## config.mk

```make
export PLATFORM = sky130hd
export DESIGN_NAME = multi_timer
export DESIGN_NICKNAME = d
export VERILOG_FILES = /design/src/rtl/timer_pkg.sv /design/src/rtl/timer_channel.sv /design/src/rtl/multi_timer.sv
export SDC_FILE = /design/constraint.sdc
export NUM_CORES = 1
export LEC_CHECK = 0
export CAP_MARGIN = 25
export CORE_ASPECT_RATIO = 0.8
export CORE_UTILIZATION = 35
export CTS_CLUSTER_DIAMETER = 50
export DETAILED_ROUTE_END_ITERATION = 7
export PLACE_DENSITY = 0.62
export SYNTH_ARGS = -nofsm -noshare
export SYNTH_HDL_FRONTEND = slang
export SYNTH_SLANG_ARGS = --single-unit
export TNS_END_PERCENT = 30
```

## constraint.sdc

```tcl
create_clock -name clk -period 7.94 [get_ports clk]
set_clock_uncertainty 0.2 [all_clocks]
set_input_delay 1.588 -clock clk [delete_from_list [all_inputs] [get_ports clk]]
set_output_delay 1.588 -clock clk [all_outputs]
set_load 0.01 [all_outputs]
```

## src/rtl/timer_pkg.sv

```systemverilog
// Shared definitions for the multi-channel timer: register offsets, counting modes
// and CTRL field positions.
package timer_pkg;

    typedef enum logic [1:0] {
        REG_CTRL   = 2'd0,
        REG_PRESET = 2'd1,
        REG_COUNT  = 2'd2,
        REG_STATUS = 2'd3
    } reg_e;

    typedef enum logic [1:0] {
        MODE_ONESHOT  = 2'b00,
        MODE_RELOAD   = 2'b01,
        MODE_HOLD     = 2'b10,
        MODE_HOLD_ALT = 2'b11
    } mode_e;

    localparam int unsigned CTRL_EN      = 0;
    localparam int unsigned CTRL_MODE_LO = 1;
    localparam int unsigned CTRL_MODE_HI = 2;
    localparam int unsigned CTRL_IM      = 3;
    localparam int unsigned CTRL_W       = 4;

    function automatic logic mode_counts(input mode_e m);
        return (m == MODE_ONESHOT) || (m == MODE_RELOAD);
    endfunction

endpackage

```

## src/rtl/timer_channel.sv

```systemverilog
// One down-counting timer channel: CTRL/PRESET registers, count, and a sticky
// pending flag where an expiry outranks a same-cycle W1C clear.
module timer_channel
    import timer_pkg::*;
#(
    parameter int unsigned WIDTH = 32
) (
    input  logic              clk,
    input  logic              reset_n,
    input  logic              wr_ctrl,
    input  logic              wr_preset,
    input  logic              clr_pend,
    input  logic [31:0]       wdata,
    output logic [CTRL_W-1:0] ctrl,
    output logic [WIDTH-1:0]  preset,
    output logic [WIDTH-1:0]  count,
    output logic              pending
);

    logic [CTRL_W-1:0] ctrl_q, ctrl_d;
    logic [WIDTH-1:0]  preset_q, preset_d;
    logic [WIDTH-1:0]  count_q, count_d;
    logic              pending_q, pending_d;
    mode_e             mode;
    logic              unused_wdata;

    assign mode         = mode_e'(ctrl_q[CTRL_MODE_HI:CTRL_MODE_LO]);
    assign unused_wdata = ^wdata;

    always_comb begin
        ctrl_d    = ctrl_q;
        preset_d  = preset_q;
        count_d   = count_q;
        pending_d = pending_q & ~clr_pend;
        if (wr_ctrl) begin
            ctrl_d = wdata[CTRL_W-1:0];
            if (wdata[CTRL_EN]) begin
                count_d = preset_q;
            end
        end else if (wr_preset) begin
            preset_d = wdata[WIDTH-1:0];
            count_d  = wdata[WIDTH-1:0];
        end else if (ctrl_q[CTRL_EN] && mode_counts(mode)) begin
            // Expiry is evaluated after the clear so it wins a same-cycle W1C.
            if (count_q != '0) begin
                count_d = count_q - WIDTH'(1);
            end else if (mode == MODE_ONESHOT) begin
                ctrl_d[CTRL_EN] = 1'b0;
                pending_d       = 1'b1;
            end else begin
                count_d   = preset_q;
                pending_d = 1'b1;
            end
        end
    end

    always_ff @(posedge clk or negedge reset_n) begin
        if (!reset_n) begin
            ctrl_q    <= '0;
            preset_q  <= '0;
            count_q   <= '0;
            pending_q <= 1'b0;
        end else begin
            ctrl_q    <= ctrl_d;
            preset_q  <= preset_d;
            count_q   <= count_d;
            pending_q <= pending_d;
        end
    end

    assign ctrl    = ctrl_q;
    assign preset  = preset_q;
    assign count   = count_q;
    assign pending = pending_q;

endmodule

```

## src/rtl/multi_timer.sv

```systemverilog
// NCH-channel timer peripheral: address decode onto timer_channel instances,
// combinational readback mux and masked IRQ reduction.
module multi_timer
    import timer_pkg::*;
#(
    parameter int unsigned NCH   = 2,
    parameter int unsigned WIDTH = 32
) (
    input  logic           clk,
    input  logic           reset_n,
    input  logic [7:2]     addr,
    input  logic           WE,
    input  logic [31:0]    Din,
    output logic [31:0]    Dout,
    output logic           IRQ,
    output logic [NCH-1:0] irq_vec
);

    logic [3:0]            chan;
    reg_e                  reg_sel;
    logic [NCH-1:0][31:0]  rd_word;

    assign chan    = addr[7:4];
    assign reg_sel = reg_e'(addr[3:2]);

    for (genvar i = 0; i < NCH; i++) begin : g_ch
        logic              sel;
        logic              wr_ctrl, wr_preset, clr_pend;
        logic [CTRL_W-1:0] ctrl;
        logic [WIDTH-1:0]  preset, count;
        logic              pending;
        logic [31:0]       word;

        assign sel       = (chan == 4'(i));
        assign wr_ctrl   = WE && sel && (reg_sel == REG_CTRL);
        assign wr_preset = WE && sel && (reg_sel == REG_PRESET);
        assign clr_pend  = WE && sel && (reg_sel == REG_STATUS) && Din[0];

        timer_channel #(
            .WIDTH(WIDTH)
        ) u_chan (
            .clk      (clk),
            .reset_n  (reset_n),
            .wr_ctrl  (wr_ctrl),
            .wr_preset(wr_preset),
            .clr_pend (clr_pend),
            .wdata    (Din),
            .ctrl     (ctrl),
            .preset   (preset),
            .count    (count),
            .pending  (pending)
        );

        always_comb begin
            word = '0;
            case (reg_sel)
                REG_CTRL:   word[CTRL_W-1:0] = ctrl;
                REG_PRESET: word[WIDTH-1:0]  = preset;
                REG_COUNT:  word[WIDTH-1:0]  = count;
                REG_STATUS: word[0]          = pending;
                default:    word             = '0;
            endcase
        end

        // Non-selected channels contribute zero so the top can OR-combine.
        assign rd_word[i] = sel ? word : '0;
        assign irq_vec[i] = pending & ctrl[CTRL_IM];
    end

    always_comb begin
        Dout = '0;
        for (int unsigned c = 0; c < NCH; c++) begin
            Dout = Dout | rd_word[c];
        end
    end

    assign IRQ = |irq_vec;

endmodule

```

### Word level (Yosys, flattened, before mapping)

Index checks and enable logic that the tools add are counted.

| word-level totals | value |
|---|---|
| register bits after elaboration | 138 |
| input bits | 41 |
| output and inout port bits | 35 |
| logic and storage cells | 106 |

| cells by class | value |
|---|---|
| $add $sub $neg | 2 |
| eq/ne operators | 14 |
| muxes and demuxes | 38 |
| bitwise operators | 9 |
| reduce and logical (&&, ||, !) cells | 33 |

Operators by type and width:

| cell | number |
|---|---|
| 32-bit 2-to-1 mux | 14 |
| 28-bit case mux with 2 select lines | 2 |
| 32-bit nonzero test | 2 |
| 32-bit by 1-bit subtractor with 32-bit output (second input constant) | 2 |
| 32-bit bitwise OR | 1 |
| 1-bit 2-to-1 mux | 18 |
| 3-bit case mux with 3 select lines | 2 |
| 1-bit logical AND | 12 |
| 2-bit by 1-bit inequality test with 1-bit output (second input constant) | 4 |
| 4-bit by 1-bit inequality test with 1-bit output (second input constant) | 2 |
| 1-bit case mux with 4 select lines | 2 |
| 4-bit AND reduction | 2 |
| 2-bit nonzero test | 4 |
| 2-bit by 1-bit == test with 1-bit output (second input constant) | 3 |
| 2-bit zero test | 3 |
| 3-bit AND reduction | 2 |
| 3-bit nonzero test | 2 |
| 1-bit AND | 4 |
| 2-bit == test (second input constant) | 2 |
| 4-bit by 1-bit == test with 1-bit output (second input constant) | 1 |
| 4-bit zero test | 1 |
| 2-bit inequality test (second input constant) | 2 |
| 1-bit inverter | 4 |
| 2-bit AND reduction | 2 |
| other kinds (2) | 3 |

### Logic depth before layout (Yosys ltp)

| logic depth | value |
|---|---|
| word-level depth | 10 |
| gate-level depth with buffers | 11 |
| gate-level depth less buffers | 8 |

### Cells and area by module

A second synthesis with hierarchy kept.

| unflattened totals | value |
|---|---|
| cell total of the unflattened synthesis | 1106 |
| area total of the unflattened synthesis | 9003.6 sq um |

By module, submodules not included:

| module | times used | cells each | area an instance (sq um) | sequential area each (sq um) |
|---|---|---|---|---|
| timer_channel | 2 | 465 | 3861.2 | 1726.7 |
| multi_timer | 1 | 176 | 1281.2 | 0.0 |

### Least setup slack after synthesis

Ideal clock, no wire load.

| timing | value |
|---|---|
| path kind | input port to output port |
| start point | in addr[3] (netlist bit) |
| end point | out Dout[30] |
| arrival | 3070 ps |
| data required time | 6152 ps |
| slack | 3082 ps |
| stages on the path | 7 |
| buffers on the path | 3 |
| path through | inv_1 ha_1 clkbuf_1 clkbuf_1 buf_1 a221oi_1 nor3_1 |

| between the ends | value |
|---|---|
| cells in the longest elaborated chain, start to end | 4 |
| elaborated cells between the ends (all ways) | 7 |
| those cells by class | eq/ne: 2; mux: 4; bitwise: 1 |

RTL lines:

| item | RTL line | RTL |
|---|---|---|
| start, declared | multi_timer.sv:11 | `input logic [7:2] addr,` |
| 2-bit == test / 2-bit by 1-bit == test with 1-bit output (equally long branches) | multi_timer.sv:56 | `case (reg_sel)` |
| 28-bit case mux with 2 select lines | multi_timer.sv:56 |  |
| 32-bit 2-to-1 mux | multi_timer.sv:66 | `assign rd_word[i] = sel ? word : '0;` |
| 32-bit bitwise OR * | multi_timer.sv:73 | `Dout = Dout \| rd_word[c];` |
| end, declared | multi_timer.sv:14 | `output logic [31:0] Dout,` |

Every way passes the cells marked *; elsewhere a longest branch is shown, timed or not.

### Worst setup path in the final report

| timing | value |
|---|---|
| start point | in addr[2] (netlist bit) |
| end point | out Dout[17] |

The elaborated chain is that of the path after synthesis.

==> impl_metrics.yaml <==
synth:
  syn-instance-count: 1061
  ys.flop_type: "dfrtp_1"
  syn_nets: 1112
  yosys.area.top_type: "dfrtp_1"
  async_flop_share_pct: 100.0
  yosysWarnings: 0
  yosysUniqueCellTypes: 75
  yosysMostFrequentCell: "nand2_1"
  synth.top_cells.by_count: "nand2_1 (145), dfrtp_1 (138), nor2_1 (75)"
  netlist_area_um2: 9145
  yosysSeqAreaShare_pct: 37.76
  yosys.area.top_type_share_pct: 37.76
  avgSynthCellArea_um2: 8.619
  ys_ff_latch: 138
  synth.top_cells.by_area: "dfrtp_1 (38%), nand2_1 (6.0%), a221oi_1 (5.8%), mux2_2 (3.9%), o21ai_0 (3.8%)"
  synth-edff-count: 0
power:
  powerDensity_nw_per_um2: 225.0
  p_sw_share_pct: 32.99
  total_power_mw: 2.441
  seqPwrFrac_pct: 41.4
  clockPowerShare_pct: 37.3
  power.leakage_nw: 4.147
  peakVddDrop_mv: 0.1565
  pwr-share-comb_pct: 21.3
  netSwitchingPower_mw: 0.8052
  internal_power_mw: 1.636
global_route:
  first_global_vias: 9073
  grt_max_degree: 64
  antenna_found_initial: 0
  grt_pass1_wl_mm: 56.84
  grt_usage_pct: 28.08
  overflow: 0
layout:
  area_growth_pct: 18.65
  n_antenna_cell: 0
  final_nets: 1140
  drive_gt1_share_pct: 10.80
  stdcell_count: 1453
timing:
  fmax_mhz: 154.9
  fin_crit_sh_pct: 81.33
  setup_viol: 0
  finalHoldViolations: 0
  maxSlewHeadroom_pct: 22.39
  slew_viol_final: 0
  period_minus_slack_ps: 6458
  worstMarginPinSlew_ps: 1154
  rsz0062_at_grt: "false"
  fin_tns_setup_ps: 0
route:
  drt_wl_total_mm: 36.95
  drt_iter0_markers: 1461
  vias: 9679
  vias_per_cell: 6.661
  drc: 0
  wl_per_cell_um: 25.43
  drtPass1Iterations: 5
  ant_nets: 0
clock_tree:
  htree_levels: 4
  clockRootBuffer: "clkbuf_16"
  cts_hold_buf: 0
  clockBufferDepth: 2
  clk-insertion-delay-late_ps: 440
  cts_setup_buffers: 0
  cts_tree: "built"
  clkTransAtPathRegs_ps: 60
  cts.repair.resized: 0
  clock-sinks: 138
  cts_buffers: 17
placed_design:
  dp.cells: 1421
  gp_congestion: 0.9734
  dp_hpwl_mm: 24.78
  io_buffers: 75
critical_path:
  endpoint_kind: "output port"
  max_stage_delay_ps: 750
  cp.required_ps: 6150
  crit_chain: "clkdlybuf4s50_1 -> inv_1 -> ha_2 -> buf_4 -> a221oi_1 -> nor3_1 -> clkdlybuf4s50_1"
  path_common_cell: "clkdlybuf4s50_1"
  cp_max_fo: 37
  worstSetupPathType: "in2out"
  cp-start-kind: "input port"
  critPathSlowestCell: "ha_2"
  cp_data_arrival_time_ps: 4670
flow_run:
  cap_violations: 0
floorplanning:
  placementRows: 52
  start_util_pct: 35.86
  io_pins: 76
  fp.dieW_um: 182.7
  dieHeight_um: 146.6
  die_area_um2: 26780
  core_um2: 25500
worst_hold_path:
  hp-class: "reg2reg"
run_status:
  outcome: "complete, no violations"
-- kinds of logic (layout without fill, tap and decap cells) --
logic type | Yosys count | count (layout) | synth area share [%]
simple gates | 393 | 393 | 21.29
compound gates | 355 | 355 | 28.32
flops | 138 | 138 | 37.76
buf+inv | 110 | 151 | 5.076
mux | 35 | 35 | 4.269
xor+xnor | 20 | 20 | 1.915
fa+ha+maj | 10 | 10 | 1.368
-- power groups by stage --
stage	Clock, mW	Combinational [mW]	Sequential, mW
after floorplan	0	0.390	0.930
after global placement	0	0.500	1.01
after detailed placement	0	0.508	1.01
after CTS	0.911	0.512	0.999
after global routing	0.947	0.569	1.02
final	0.910	0.521	1.01
-- layer usage --
layer / up-vias / routed length, µm / track usage [%]
li1: 4154 / - / -
met1: 4728 / 16080 / 41.65
met2: 717 / 15230 / 39.08
met3: 80 / 4773 / 7.658
met4: 0 / 865 / 8.529
met5: - / 0 / 0
-- worst paths after layout --
check / slack, ps / cells after the start / start / to
max in group asynchronous: 5520 / 2 / reset_n / g_ch[1].u_chan.count[1]
worst max register to register: 3380 / 7 / g_ch[1].u_chan.count[8] / g_ch[1].u_chan.count[15]
worst min-delay path: 320 / 2 / g_ch[1].u_chan.preset[15] / g_ch[1].u_chan.preset[15]
min in group asynchronous: 930 / 1 / reset_n / g_ch[1].u_chan.ctrl[0]
worst max-delay path: 1480 / 7 / addr[2] / Dout[17]
worst min register to register: 320 / 2 / g_ch[1].u_chan.preset[15] / g_ch[1].u_chan.preset[15]
-- placed cells by master (no fill, tap or decap), types with 5 or more instances in the layout --
cell and n:
nor3_1 51, o22ai_1 6, a22oi_1 27, a211oi_1 20, a311oi_1 5, or3_1 9, xnor2_1 14, a21oi_1 47
xor2_1 6, o31ai_1 7, clkdlybuf4s50_1 74, a222oi_1 17, ha_1 7, and2_1 5, inv_1 17, dfrtp_1 138
or4_1 10, a31oi_1 10, bufinv_16 5, a221oi_1 61, nand3_1 19, nor4_1 19, and3_1 15, o32a_1 9
nor2_1 74, buf_4 24, mux2_2 32, nand2_1 145, o21ai_0 70, o22a_1 24, clkbuf_16 17
-- flip-flops by register name, indices dropped and copies added, names as in the netlist --
signal               cells
g_ch.u_chan.count       64
g_ch.u_chan.preset      64
g_ch.u_chan.ctrl         8
g_ch.u_chan.pending      2
-- final cells by class --
class,count,area [µm²]
tap,351,439.2
clock inverter,11,191.4
sequential,138,3453
clock buffer,21,460.4
inverter,17,63.81
multi-input combinational,813,5266
fill,2552,14650
timing repair buffer,102,975.9
-- metrics by stage --
stage	instance area (µm²)	hold slack [ps]	utilization, %	setup WS [ps]
CTS	10850	308.9	42.54	1640
finish	10850	318.6	42.54	1482
floorplan	9145	259.0	-	3082
global placement	10150	290.5	39.82	1653
global route	10850	335.6	42.54	1401
detailed placement	10200	295.6	39.99	1652
-- critical path, delay by kind of cell --
kind | cells | cell delay [ps]
AO/OA/AOI/OAI | 1 | 150
adder cells (fa/ha/maj) | 1 | 750
AND/OR/NAND/NOR | 1 | 480
buffers and inverters | 4 | 1700
(Power assumes the default switching activity.)
